[config.mk]
export PLATFORM = sky130hd
export DESIGN_NAME = shift_add_mult_cntlr_flat
export DESIGN_NICKNAME = d
export VERILOG_FILES = /design/src/rtl/shift_add_mult_cntlr_if.sv /design/src/rtl/shift_add_mult_cntlr.sv /design/src/flat_wrapper.sv
export SDC_FILE = /design/constraint.sdc
export NUM_CORES = 1
export LEC_CHECK = 0
export ABC_CLOCK_PERIOD_IN_PS = 5040
export BUFFER_PORTS_ARGS = -buffer_cell sky130_fd_sc_hd__buf_2
export CAP_MARGIN = 15
export CORE_MARGIN = 2
export CORE_UTILIZATION = 60
export CTS_BUF_LIST = sky130_fd_sc_hd__clkbuf_8
export DETAILED_ROUTE_END_ITERATION = 8
export GPL_TIMING_DRIVEN = 0
export PLACE_DENSITY_LB_ADDON = 0.25
export SLEW_MARGIN = 20
export SYNTH_ARGS = -nofsm -noshare
export SYNTH_HDL_FRONTEND = slang
export SYNTH_SLANG_ARGS = --single-unit
[constraint.sdc]
create_clock -name clk -period 5.04 [get_ports clk]
set_clock_uncertainty 0.15 [all_clocks]
set_input_delay 0.756 -clock clk [delete_from_list [all_inputs] [get_ports clk]]
set_output_delay 0.756 -clock clk [all_outputs]
set_load 0.1 [all_outputs]
[src/rtl/shift_add_mult_cntlr_if.sv]
// rtl/shift_add_mult_cntlr_if.sv - start/ready handshake and operand/product bus for the shift-add multiplier
interface shift_add_mult_cntlr_if #(
  parameter int dp_width = 8
);
  logic                    start;
  logic [dp_width-1:0]     multiplicand;
  logic [dp_width-1:0]     multiplier;
  logic                    ready;
  logic                    done;
  logic [2*dp_width-1:0]   product;

  modport master (
    output start, multiplicand, multiplier,
    input  ready, done, product
  );

  modport slave (
    input  start, multiplicand, multiplier,
    output ready, done, product
  );
endinterface

[src/rtl/shift_add_mult_cntlr.sv]
// rtl/shift_add_mult_cntlr.sv - sequential unsigned shift-and-add multiplier with three-state controller
module shift_add_mult_cntlr #(
  parameter int dp_width  = 8,
  parameter int cnt_width = $clog2(dp_width + 1)
) (
  input  logic                  clk,
  input  logic                  rst_b,
  shift_add_mult_cntlr_if.slave bus
);

  typedef enum logic [1:0] {
    S_IDLE  = 2'b00,
    S_ADD   = 2'b01,
    S_SHIFT = 2'b10
  } state_t;

  localparam logic [cnt_width-1:0] P_INIT = cnt_width'(dp_width);

  state_t                state_q, state_d;
  logic                  done_q, done_d;
  logic [dp_width-1:0]   a_q, b_q, q_q;
  logic                  c_q;
  logic [cnt_width-1:0]  p_q;

  // control strobes to the datapath and status back from it
  logic load_regs, add_regs, shift_regs, decr_p;
  logic q0, zero;

  assign q0   = q_q[0];
  assign zero = (p_q == '0);

  // next-state and strobe decode; unused encoding falls back to idle
  always_comb begin
    state_d    = S_IDLE;
    done_d     = 1'b0;
    load_regs  = 1'b0;
    add_regs   = 1'b0;
    shift_regs = 1'b0;
    decr_p     = 1'b0;
    case (state_q)
      S_IDLE: begin
        if (bus.start) begin
          load_regs = 1'b1;
          state_d   = S_ADD;
        end else begin
          state_d   = S_IDLE;
        end
      end
      S_ADD: begin
        decr_p   = 1'b1;
        add_regs = q0;
        state_d  = S_SHIFT;
      end
      S_SHIFT: begin
        shift_regs = 1'b1;
        if (zero) begin
          done_d  = 1'b1;
          state_d = S_IDLE;
        end else begin
          state_d = S_ADD;
        end
      end
      default: state_d = S_IDLE;
    endcase
  end

  // controller state and registered done pulse
  always_ff @(posedge clk) begin
    if (!rst_b) begin
      state_q <= S_IDLE;
      done_q  <= 1'b0;
    end else begin
      state_q <= state_d;
      done_q  <= done_d;
    end
  end

  // datapath: A/B/Q/C registers and iteration counter P
  always_ff @(posedge clk) begin
    if (!rst_b) begin
      a_q <= '0;
      b_q <= '0;
      q_q <= '0;
      c_q <= 1'b0;
      p_q <= '0;
    end else begin
      if (load_regs) begin
        a_q <= '0;
        c_q <= 1'b0;
        b_q <= bus.multiplicand;
        q_q <= bus.multiplier;
        p_q <= P_INIT;
      end
      if (decr_p) begin
        p_q <= p_q - cnt_width'(1);
      end
      if (add_regs) begin
        {c_q, a_q} <= {1'b0, a_q} + {1'b0, b_q};
      end
      // logical right shift of {C,A,Q}; C always empties
      if (shift_regs) begin
        c_q <= 1'b0;
        a_q <= {c_q, a_q[dp_width-1:1]};
        q_q <= {a_q[0], q_q[dp_width-1:1]};
      end
    end
  end

  assign bus.ready   = (state_q == S_IDLE);
  assign bus.done    = done_q;
  assign bus.product = {a_q, q_q};

endmodule

[src/flat_wrapper.sv]
// flat-port wrapper written by rule: the top's interface ports become plain ports
module shift_add_mult_cntlr_flat 
#(
  parameter int dp_width  = 8,
  parameter int cnt_width = $clog2(dp_width + 1)
)
  (clk, rst_b, bus_start, bus_multiplicand, bus_multiplier, bus_ready, bus_done, bus_product);
  shift_add_mult_cntlr_if #(.dp_width(dp_width)) bus_i ();
  input  logic clk;
  input  logic rst_b;
  input wire logic [$bits(bus_i.start)-1:0] bus_start;
  input wire logic [$bits(bus_i.multiplicand)-1:0] bus_multiplicand;
  input wire logic [$bits(bus_i.multiplier)-1:0] bus_multiplier;
  output wire logic [$bits(bus_i.ready)-1:0] bus_ready;
  output wire logic [$bits(bus_i.done)-1:0] bus_done;
  output wire logic [$bits(bus_i.product)-1:0] bus_product;
  assign bus_i.start = bus_start;
  assign bus_i.multiplicand = bus_multiplicand;
  assign bus_i.multiplier = bus_multiplier;
  assign bus_ready = bus_i.ready;
  assign bus_done = bus_i.done;
  assign bus_product = bus_i.product;
  shift_add_mult_cntlr #(.dp_width(dp_width), .cnt_width(cnt_width)) u_core (.clk(clk), .rst_b(rst_b), .bus(bus_i));
endmodule
### Word-level counts from Yosys, hierarchy flattened

Index checks and enable logic that the tools add are counted.
Widths: inputs -> output; s select.

* add/sub/neg operators: 2
* multipliers: 0
* divide/modulo/power cells: 0
* $lt $le $gt $ge: 0
* equal/unequal tests: 2
* shift operators: 0
* multiplexer cells: 18
* bitwise gates (word level): 1
* reductions and logical operators: 8

Operators with widths (count)
* $mux 8: 5
* $mux 1: 10
* $add 8x8->9: 1
* $mux 4: 2
* $pmux 2 s3: 1
* $reduce_bool 2->1: 3
* $logic_not 4->1: 1
* $sub 4x1->4 const B: 1
* $reduce_bool 3->1: 1
* $eq 2x1->1 const B: 1
* $eq 2x2->1 const B: 1
* $logic_not 2->1: 1
* $reduce_and 2->1: 1
* $reduce_or 2->1: 1
* $not 1->1: 1

* register bits: 32
* latch bits: 0
* memory bits (writable): 0
* bits in read-only memories: 0
* output and inout bits: 18
* word-level logic and storage cells: 38
* memories kept: 0

### Logic depth before layout (Yosys ltp)

Gate-level depths: netlist of run 1.

* word-level depth: 5
* depth in mapped cells: 7
* gate-level depth less buffers: 7

### Worst setup path after synthesis of run 1

No wires, ideal clock.

* kind: register to register
* start point: register u_core.state_q[0]
* end point: register u_core.b_q[0]
* library setup time: 0.132 ns
* data arrival time: 2.310 ns
* required time: 4.758 ns
* path slack: 2.448 ns
* stages on the path, launching flop included: 5
* path through: dfxtp_1 nor2_1 nand2_1 nand2_1 a21oi_1

* longest elaborated chain between the ends: 2

RTL lines
* from (decl): RTL line shift_add_mult_cntlr.sv:19 `state_t state_q, state_d;`
* from (signal assigned): RTL line shift_add_mult_cntlr.sv:73 `state_q <= state_d;`
* $logic_not 2->1
* net bus_ready: RTL line flat_wrapper.sv:14 `output wire logic [$bits(bus_i.ready)-1:0] bus_ready;`
* $mux 1: RTL line shift_add_mult_cntlr.sv:40 `case (state_q)`
* to (signal assigned): RTL line shift_add_mult_cntlr.sv:90 `b_q <= bus.multiplicand;`
* to (decl): RTL line shift_add_mult_cntlr.sv:21 `logic [dp_width-1:0] a_q, b_q, q_q;`

The timed path passes the listed nets, and every way through them passes these cells.
A chain may end at the register's enable or synchronous reset.

### Final worst setup path of run 1

* start point: register u_core.state_q[0]
* end point: output bus_ready

* longest elaborated chain between the ends: 1

RTL lines
* $logic_not 2->1: RTL line shift_add_mult_cntlr.sv:109 `assign bus.ready = (state_q == S_IDLE);`
* to (decl): RTL line flat_wrapper.sv:14

Every way passes these cells.

==> flow_metrics.env, run 1 <==
export IMPL_run_status="completed"
export IMPL_p_leak_uw=0.000910
export IMPL_cp_depth=2
export IMPL_comb_power_share=0.241
export IMPL_num_fill_cells=219
export IMPL_critical_path_slowest_cell="buf_2"
export IMPL_clk_latency_worst_skew_pair_ns=0.28
export IMPL_final_setup_viol_count=0
export IMPL_placed_area_sq_um=1900
export IMPL_setup_tns_ns=0
export IMPL_slowest_delay_ns=0.46
export IMPL_post_drt_wl_per_cell_um=13.9
export IMPL_insertedDiodeCount=0
export IMPL_grt_overflow_total=0
export IMPL_tritoncts_num_buffers=5
export IMPL_cts_sinks=32
export IMPL_grt_usage=0.244
export IMPL_final_cell_area_sq_um=1990
export IMPL_syn_area_sq_um=1690
export IMPL_dieArea_sq_um=3250
export IMPL_post_dp_hpwl_mm=2.58
export IMPL_power_share_sequential=0.447
export IMPL_synth_area_leaders="dfxtp_1, ha_1, a21oi_1"
export IMPL_worstReg2RegEnd="u_core.c_q"
export IMPL_worstSetupStartpointType="register"
export IMPL_antenna_found_initial=0
export IMPL_syn_inst=195
export IMPL_syn2layout_area_growth_pct=18.3
export IMPL_critical_path_endpoint_type="output pin"
export IMPL_irDropWorstVdd_mv=0.324
export IMPL_tritoncts="done"
export IMPL_gp_congestion=0.896
export IMPL_holdPathEnd="u_core.b_q[2]"
export IMPL_detailedPlace_worstSlack_ns=2.97
export IMPL_synth_largest_area_cell="dfxtp_1"
export IMPL_drcViolationCount=0
export IMPL_ff2ff_setup_slack_ns=2.92
export IMPL_postSynth_asyncResetShare=0
export IMPL_syn_avg_cell_area_sq_um=8.64
export IMPL_synth_enable_flop_cells=0
export IMPL_final_hold_violation_count=0
export IMPL_max_slew_worst_pin_slew_ns=0.498
export IMPL_reg2regPathDepth=6
export IMPL_die_w_um=57
export IMPL_power_report_internal_total_uw=418
export IMPL_nNetsFinal=268
export IMPL_instances_no_fill=270
export IMPL_cts_root_buf="clkbuf_8"
export IMPL_period_utilization=0.435
export IMPL_synth_top_flop_cell="dfxtp_1"
export IMPL_timing_critical_path_required_ns=4.13
export IMPL_fp_dieH_um=57
export IMPL_p_per_area_nw_per_um2=314
export IMPL_ys_seq_elements=32
export IMPL_power_switching_uw=209
export IMPL_critPathTopFamily="buffers and inverters"
export IMPL_synth_top_cell_area_share=0.380
export IMPL_post_cts_resized_instances=0
export IMPL_rows=19
export IMPL_design_core_area_sq_um=2710
export IMPL_timing_critical_path_cells="nor2_1 > buf_2"
export IMPL_drt_total_wl_mm=3.74
export IMPL_synth_distinct_cells=39
export IMPL_class_of_the_most_critical_setup_path="reg2out"
export IMPL_synthMostInstantiatedCell="dfxtp_1"
export IMPL_fraction_of_final_layout_cells_with_drive_strength_greater_than_1=0.251
export IMPL_max_cap_violations=0
export IMPL_grt_max_degree=11
export IMPL_grt_pass1_wl_mm=6.20
export IMPL_synth_seq_area_share=0.380
export IMPL_cts_htree_levels=2
export IMPL_path_clk_slew_ns=0.06
export IMPL_detail_route_first_pass_iterations=6
export IMPL_cts_setup_buffers=0
export IMPL_cts_hold_fix_buffers=0
export IMPL_via_count_of_the_first_global_routing_pass=1469
export IMPL_min_from="u_core.b_q[2]"
export IMPL_final_util=0.736
export IMPL_maxSlewHeadroom=0.668
export IMPL_drt_first_iter_violations=99
export IMPL_initial_core_utilization=0.622
export IMPL_maxSlewViolCount=0
export IMPL_path_buf_inv=1
export IMPL_p_clk_frac=0.312
export IMPL_post_route_worst_setup_slack_ns=2.85
export IMPL_switching_share=0.334
export IMPL_i_o_pin_count=37
export IMPL_timing_hold_worst_class="reg2reg"
export IMPL_placement_io_buffers=36
export IMPL_via_density_per_instance=5.72
export IMPL_max_freq_mhz=456
export IMPL_route_antenna_remaining_nets=0
export IMPL_largest_fanout_of_any_net_on_the_critical_path=7
export IMPL_syn_num_nets=225
export IMPL_period_needed_ns=2.19
export IMPL_max_clock_path_buffers=2
export IMPL_synth_yosys_warnings=0
export IMPL_number_of_cells_traversed_by_the_worst_hold_path=2
export IMPL_r2r_start="u_core.a_q[0]"
export IMPL_rsz0062_at_grt="false"
export IMPL_cp_data_arrival_time_ns=1.28
export IMPL_via_count=1544
export IMPL_synth_common_cells="dfxtp_1, a21oi_1, nand2_1, nor2_1"
export IMPL_number_of_placed_instances_with_taps_included=262
[how the worst max path moves through the flow]
stage | from | to | slack (ns)
2_1_floorplan | u_core.state_q[0] | u_core.b_q[0] | 2.45
3_3_place_gp | bus_start | u_core.b_q[7] | 3.00
3_5_place_dp | bus_start | u_core.b_q[5] | 2.97
4_1_cts | u_core.state_q[0] | bus_ready | 2.84
5_1_grt | u_core.state_q[0] | bus_ready | 2.80
6_report | u_core.state_q[0] | bus_ready | 2.85
[power groups by stage]
| stage | clock network (uW) | logic, uW | registers, uW |
|---|---|---|---|
| floorplan | 0 | 67.4 | 336 |
| global placement | 0 | 148 | 285 |
| detailed placement | 0 | 150 | 285 |
| CTS | 196 | 151 | 280 |
| global route | 204 | 162 | 282 |
| finish | 196 | 151 | 280 |
[worst min-delay path: cells and delay by family, from the launching register on]
family             cells  cell delay (ns)
AOI/OAI and AO/OA      1             0.05
DFF                    1             0.31
and+or+nand+nor        1             0.05
[cells in the final DEF, fill, tap and decap left out]
master,netlist,routed
buf_2,3,39
dfxtp_1,32,32
a21oi_1,24,24
nor2_1,22,22
nand2_1,22,22
nor2b_1,10,10
ha_1,10,10
o221a_2,8,8
inv_1,5,7
clkbuf_1,7,7
clkbuf_8,0,6
a222oi_1,5,5
o21ai_0,4,4
xor2_1,4,4
o21bai_1,3,3
nand3_1,3,3
nand2b_1,3,3
nor3b_1,3,3
nor3_1,2,2
nand3b_1,2,2
a211oi_1,2,2
buf_6,2,2
a22o_1,2,2
and2_1,1,1
a221oi_1,1,1
and3b_1,1,1
nand4_1,1,1
o21ba_2,1,1
nor2_4,1,1
o211ai_1,1,1
o211ai_2,1,1
a221oi_2,1,1
a21o_1,1,1
a21oi_2,1,1
xnor2_1,1,1
o32ai_1,1,1
and3_1,1,1
or3_1,1,1
o21ai_1,1,1
fa_1,1,1
[cell type report]
type | instances | area (sq um) | share of cell area
multi-input combinational | 146 | 962 | 0.482
sequential | 32 | 641 | 0.321
timing repair buffer | 36 | 180 | 0.0903
clock buffer | 6 | 82.6 | 0.0414
buffer | 12 | 63.8 | 0.0320
tap | 31 | 38.8 | 0.0194
inverter | 5 | 18.8 | 0.00941
clock inverter | 2 | 7.51 | 0.00376
[state kept, by name (all words and copies together), names as in the netlist]
name             count
u_core.p_q           4
u_core.q_q           8
u_core.state_q       2
u_core.a_q           8
u_core.bus.done      1
u_core.b_q           8
u_core.c_q           1
[stage by stage]
stage	hold slack, ns	total power [uW]
floorplan	0.290	403
global placement	0.297	433
detailed placement	0.302	435
CTS	0.310	627
global route	0.341	648
finish	0.309	627
[logic make-up (layout without fill, tap and decap cells)]
kind of cell / Yosys count / in the layout / share of synthesized area
XOR/XNOR: 5 / 5 / 0.0260
buffers and inverters: 17 / 61 / 0.0490
AO/OA/AOI/OAI: 57 / 57 / 0.249
flip-flops: 32 / 32 / 0.380
AND/OR/NAND/NOR: 73 / 73 / 0.210
adder cells (fa/ha/maj): 11 / 11 / 0.0861
[routing by layer]
metal,share of wire,track usage,vias to the layer above
li1,-,-,785
met2,0.51,0.433,55
met5,0,0,-
met3,0.059,0.0612,7
met4,0.014,0.0997,0
met1,0.42,0.280,697
(Power assumes the default switching activity.)
==> run 2, diff against run 1 <==
Settings changed: ABC_CLOCK_PERIOD_IN_PS 5040 to 1900, CORE_UTILIZATION 60 to 50.
Clock period 5.04 ns to 1.9 ns, I/O delays scaled along.
==> flow_metrics.env, run 2 (synthesis gave the netlist of run 1 again) <==
export IMPL_run_status="completed"
export IMPL_p_per_area_nw_per_um2=797
export IMPL_initial_core_utilization=0.513
export IMPL_gp_congestion=0.816
export IMPL_timing_critical_path_required_ns=1.90
export IMPL_period_utilization=0.996
export IMPL_number_of_placed_instances_with_taps_included=277
export IMPL_p_clk_frac=0.310
export IMPL_rsz0062_at_grt="true"
export IMPL_detail_route_first_pass_iterations=4
export IMPL_highest_count_cells_in_the_layout_ignoring_fill_and_taps="buf_2, a21oi_1, dfxtp_1"
export IMPL_power_switching_uw=550
export IMPL_holdPathEnd="u_core.b_q[0]"
export IMPL_fp_dieH_um=62.1
export IMPL_largest_fanout_of_any_net_on_the_critical_path=3
export IMPL_timing_critical_path_cells="ha_4 > fa_2 > a21o_1 > a21oi_2 > xnor2_1 > a222oi_1 > nor2_1"
export IMPL_critical_path_slowest_cell="fa_2"
export IMPL_grt_overflow_total=0
export IMPL_die_w_um=62.1
export IMPL_antenna_found_initial=0
export IMPL_final_hold_violation_count=0
export IMPL_class_of_the_most_critical_setup_path="reg2reg"
export IMPL_critPathTopFamily="compound AO/OA/AOI/OAI gates"
export IMPL_switching_share=0.332
export IMPL_reg2regPathDepth=7
export IMPL_period_needed_ns=1.89
export IMPL_registers_with_the_highest_flip_flop_counts="u_core.a_q (8), u_core.b_q (8), u_core.q_q (8)"
export IMPL_irDropWorstVdd_mv=0.413
export IMPL_critical_path_endpoint_type="register"
export IMPL_syn2layout_area_growth_pct=23.4
export IMPL_timing_hold_worst_class="in2reg"
export IMPL_insertedDiodeCount=0
export IMPL_p_leak_uw=0.000925
export IMPL_nNetsFinal=269
export IMPL_tritoncts="done"
export IMPL_cts_hold_fix_buffers=0
export IMPL_ff2ff_setup_slack_ns=0.007
export IMPL_clk_latency_worst_skew_pair_ns=0.28
export IMPL_i_o_pin_count=37
export IMPL_dieArea_sq_um=3850
export IMPL_max_slew_worst_pin_slew_ns=0.492
export IMPL_cts_htree_levels=2
export IMPL_via_count_of_the_first_global_routing_pass=1319
export IMPL_grt_pass1_wl_mm=5.83
export IMPL_post_dp_hpwl_mm=2.65
export IMPL_power_share_sequential=0.448
export IMPL_number_of_cells_traversed_by_the_worst_hold_path=3
export IMPL_maxSlewViolCount=0
export IMPL_worstSetupStartpointType="register"
export IMPL_drt_total_wl_mm=3.66
export IMPL_max_freq_mhz=528
export IMPL_slowest_delay_ns=0.37
export IMPL_final_util=0.633
export IMPL_cts_root_buf="clkbuf_8"
export IMPL_drcViolationCount=0
export IMPL_instances_no_fill=286
export IMPL_min_from="bus_multiplicand[0]"
export IMPL_r2r_start="u_core.a_q[0]"
export IMPL_most_common_cell_after_layout_fill_and_taps_aside="buf_2"
export IMPL_max_cap_violations=0
export IMPL_rows=21
export IMPL_fraction_of_final_layout_cells_with_drive_strength_greater_than_1=0.321
export IMPL_path_buf_inv=0
export IMPL_maxSlewHeadroom=0.672
export IMPL_grt_usage=0.207
export IMPL_placement_io_buffers=36
export IMPL_via_density_per_instance=5.30
export IMPL_design_core_area_sq_um=3280
export IMPL_post_drt_wl_per_cell_um=12.8
export IMPL_grt_max_degree=11
export IMPL_via_count=1516
export IMPL_worstReg2RegEnd="u_core.a_q[4]"
export IMPL_cp_data_arrival_time_ns=1.89
export IMPL_path_clk_slew_ns=0.06
export IMPL_max_clock_path_buffers=2
export IMPL_tritoncts_num_buffers=5
export IMPL_power_report_internal_total_uw=1110
export IMPL_route_antenna_remaining_nets=0
export IMPL_cts_sinks=32
export IMPL_comb_power_share=0.242
export IMPL_final_setup_viol_count=0
export IMPL_drt_first_iter_violations=96
==> run 2: changes by cell type in the layout (fill, tap and decap cells not counted), sizes merged <==
cell	delta
buf	+1
==> run 2: repair_timing <==
item	CTS	global route
hold endpoints to repair	0	0
setup endpoints to repair	3	4
pin swaps	0	6
resized for setup	1	4
buffers inserted	0	1
==> run 2: metal layers <==
metal	vias up	part of all wire	GRT usage
met5	-	0	0
met4	0	0.016	0.0821
met3	8	0.039	0.0373
met2	37	0.45	0.336
met1	683	0.49	0.270
li1	788	-	-
==> run 2: power groups by stage <==
stage	logic [uW]	registers [uW]	clock network, uW
after floorplan	181	890	0
after CTS	401	742	529
final	401	742	515
after global routing	437	749	554
after detailed placement	400	757	0
after global placement	397	756	0
==> run 2: tightest hold or removal path, cell delays in order <==
cell and delay [ns]:
buf_2 0.09, nand2_1 0.04, a21oi_1 0.05
==> run 2: how the worst max path moves through the flow <==
stage	start	to	slack [ns]	cells past startpoint
2_1_floorplan	u_core.a_q[0]	u_core.a_q[4]	-0.05	7
3_3_place_gp	u_core.a_q[0]	u_core.c_q	-0.03	6
3_5_place_dp	u_core.a_q[0]	u_core.a_q[4]	-0.02	7
4_1_cts	u_core.a_q[0]	u_core.a_q[4]	-0.03	7
5_1_grt	u_core.a_q[0]	u_core.a_q[4]	-0.12	7
6_report	u_core.a_q[0]	u_core.a_q[4]	0.007	7
==> run 2: through the flow <==
stage | power, uW | instance area (sq um) | setup slack, ns | setup TNS, ns | hold WS [ns]
after floorplan | 1070 | 1730 | -0.0468 | -0.0509 | 0.271
after global placement | 1150 | 1960 | -0.0263 | -0.0481 | 0.299
after detailed placement | 1160 | 1960 | -0.0154 | -0.0269 | 0.304
after CTS | 1670 | 2060 | -0.0264 | -0.0264 | 0.0839
after global routing | 1740 | 2080 | -0.123 | -0.182 | 0.0889
final | 1660 | 2080 | 0.00705 | 0 | 0.0870
==> run 2: cell type report <==
cell class                 count  area, sq um
buffer                        12         63.8
sequential                    32          659
clock inverter                 2         7.51
clock buffer                   6         82.6
multi-input combinational    146         1000
timing repair buffer          37          188
tap                           46         57.6
inverter                       5         18.8
fill                         307         1200
==> run 3, diff against run 2 <==
Settings changed: ABC_CLOCK_PERIOD_IN_PS 1900 to 2190, CORE_UTILIZATION 50 to 60.
Clock period 1.9 ns to 2.19 ns, I/O delays scaled along.
==> flow_metrics.env, run 3 (synthesis gave the netlist of run 1 again) <==
export IMPL_run_status="completed"
export IMPL_cts_root_buf="clkbuf_8"
export IMPL_rsz0062_at_grt="false"
export IMPL_critical_path_endpoint_type="register"
export IMPL_via_count_of_the_first_global_routing_pass=1374
export IMPL_drt_total_wl_mm=3.72
export IMPL_timing_critical_path_required_ns=2.19
export IMPL_timing_hold_worst_class="in2reg"
export IMPL_critical_path_slowest_cell="fa_1"
export IMPL_max_cap_violations=0
export IMPL_number_of_placed_instances_with_taps_included=262
export IMPL_p_leak_uw=0.000895
export IMPL_max_slew_worst_pin_slew_ns=0.488
export IMPL_insertedDiodeCount=0
export IMPL_via_count=1542
export IMPL_slowest_delay_ns=0.43
export IMPL_final_setup_viol_count=0
export IMPL_design_core_area_sq_um=2710
export IMPL_i_o_pin_count=37
export IMPL_class_of_the_most_critical_setup_path="reg2reg"
export IMPL_via_density_per_instance=5.78
export IMPL_drt_first_iter_violations=83
export IMPL_max_freq_mhz=475
export IMPL_post_route_worst_setup_slack_ns=0.0833
export IMPL_cts_htree_levels=2
export IMPL_rows=19
export IMPL_cts_setup_buffers=0
export IMPL_grt_overflow_total=0
export IMPL_antenna_found_initial=0
export IMPL_final_cell_area_sq_um=1980
export IMPL_placement_io_buffers=36
export IMPL_detailedPlace_worstSlack_ns=0.125
export IMPL_fp_dieH_um=57
export IMPL_maxSlewViolCount=0
export IMPL_largest_fanout_of_any_net_on_the_critical_path=4
export IMPL_cp_data_arrival_time_ns=2.11
export IMPL_placed_area_sq_um=1910
export IMPL_post_drt_wl_per_cell_um=13.9
export IMPL_die_w_um=57
export IMPL_cts_hold_fix_buffers=0
export IMPL_cpMostUsedCell="a211oi_1"
export IMPL_timing_critical_path_cells="ha_1 > fa_1 > a211oi_1 > o21bai_1 > a211oi_1 > o32ai_1"
export IMPL_syn2layout_area_growth_pct=17.6
export IMPL_final_hold_violation_count=0
export IMPL_highest_count_cells_in_the_layout_ignoring_fill_and_taps="buf_2, dfxtp_1, a21oi_1"
export IMPL_clk_latency_worst_skew_pair_ns=0.29
export IMPL_maxSlewHeadroom=0.675
export IMPL_grt_pass1_wl_mm=5.92
export IMPL_post_dp_hpwl_mm=2.60
export IMPL_post_cts_resized_instances=0
export IMPL_most_common_cell_after_layout_fill_and_taps_aside="buf_2"
export IMPL_period_needed_ns=2.11
export IMPL_grt_usage=0.239
export IMPL_max_clock_path_buffers=2
export IMPL_gp_congestion=0.855
export IMPL_grt_max_degree=11
export IMPL_fraction_of_final_layout_cells_with_drive_strength_greater_than_1=0.275
export IMPL_p_per_area_nw_per_um2=705
export IMPL_instances_no_fill=267
export IMPL_irDropWorstVdd_mv=0.731
export IMPL_nNetsFinal=268
export IMPL_tritoncts="done"
export IMPL_route_antenna_remaining_nets=0
export IMPL_cts_sinks=32
export IMPL_tritoncts_num_buffers=5
export IMPL_path_clk_slew_ns=0.06
export IMPL_worstSetupStartpointType="register"
export IMPL_dieArea_sq_um=3250
export IMPL_registers_with_the_highest_flip_flop_counts="u_core.a_q (8), u_core.b_q (8), u_core.q_q (8)"
export IMPL_drcViolationCount=0
export IMPL_setup_tns_ns=0
export IMPL_initial_core_utilization=0.622
export IMPL_detail_route_first_pass_iterations=6
export IMPL_period_utilization=0.962
==> run 3: changes by cell type in the layout (fill, tap and decap cells not counted), sizes merged <==
cell and delta:
inv -2, clkbuf -1, buf -1
==> run 3: per-layer routing <==
metal / part of all wire / vias up / routed length [um] / global-route usage
met1: 0.45 / 709 / 1690 / 0.280
met3: 0.049 / 7 / 183 / 0.0816
met4: 0.012 / 0 / 46 / 0.0897
met5: 0 / - / 0 / 0
li1: - / 785 / - / -
met2: 0.48 / 41 / 1800 / 0.406
==> run 3: worst paths after layout <==
check             cells past startpoint                 from  slack, ns       endpoint
setup / recovery                      6        u_core.a_q[0]       0.08     u_core.c_q
hold / removal                        3  bus_multiplicand[7]       0.13  u_core.b_q[7]
setup reg to reg                      6        u_core.a_q[0]       0.08     u_core.c_q
hold reg to reg                       2        u_core.b_q[6]       0.31  u_core.b_q[6]
==> run 3: report_power, final <==
part	internal [uW]	total (uW)	leakage, uW	switching, uW
registers	618	646	0.000265	28.4
clock network	204	407	0.0000359	202
logic	97.7	345	0.000594	248
total	920	1400	0.000895	479
==> run 3: layout make-up <==
class	instances	area (sq um)
buffer	12	63.8
inverter	5	18.8
multi-input combinational	146	965
timing repair buffer	36	180
sequential	32	647
fill	225	728
clock buffer	5	68.8
tap	31	38.8
==> run 3: stage by stage <==
step | hold slack (ns) | total power, uW | util
floorplan | 0.290 | 929 | -
global placement | 0.298 | 996 | 0.706
detailed placement | 0.302 | 1000 | 0.706
CTS | 0.125 | 1400 | 0.731
global route | 0.127 | 1460 | 0.731
finish | 0.126 | 1400 | 0.731
==> run 3: critical path: cells and delay by family, from the launching register on <==
family	cells	cell delay (ns)
fa+ha+maj	2	0.66
compound gates	4	0.84
flops	1	0.34
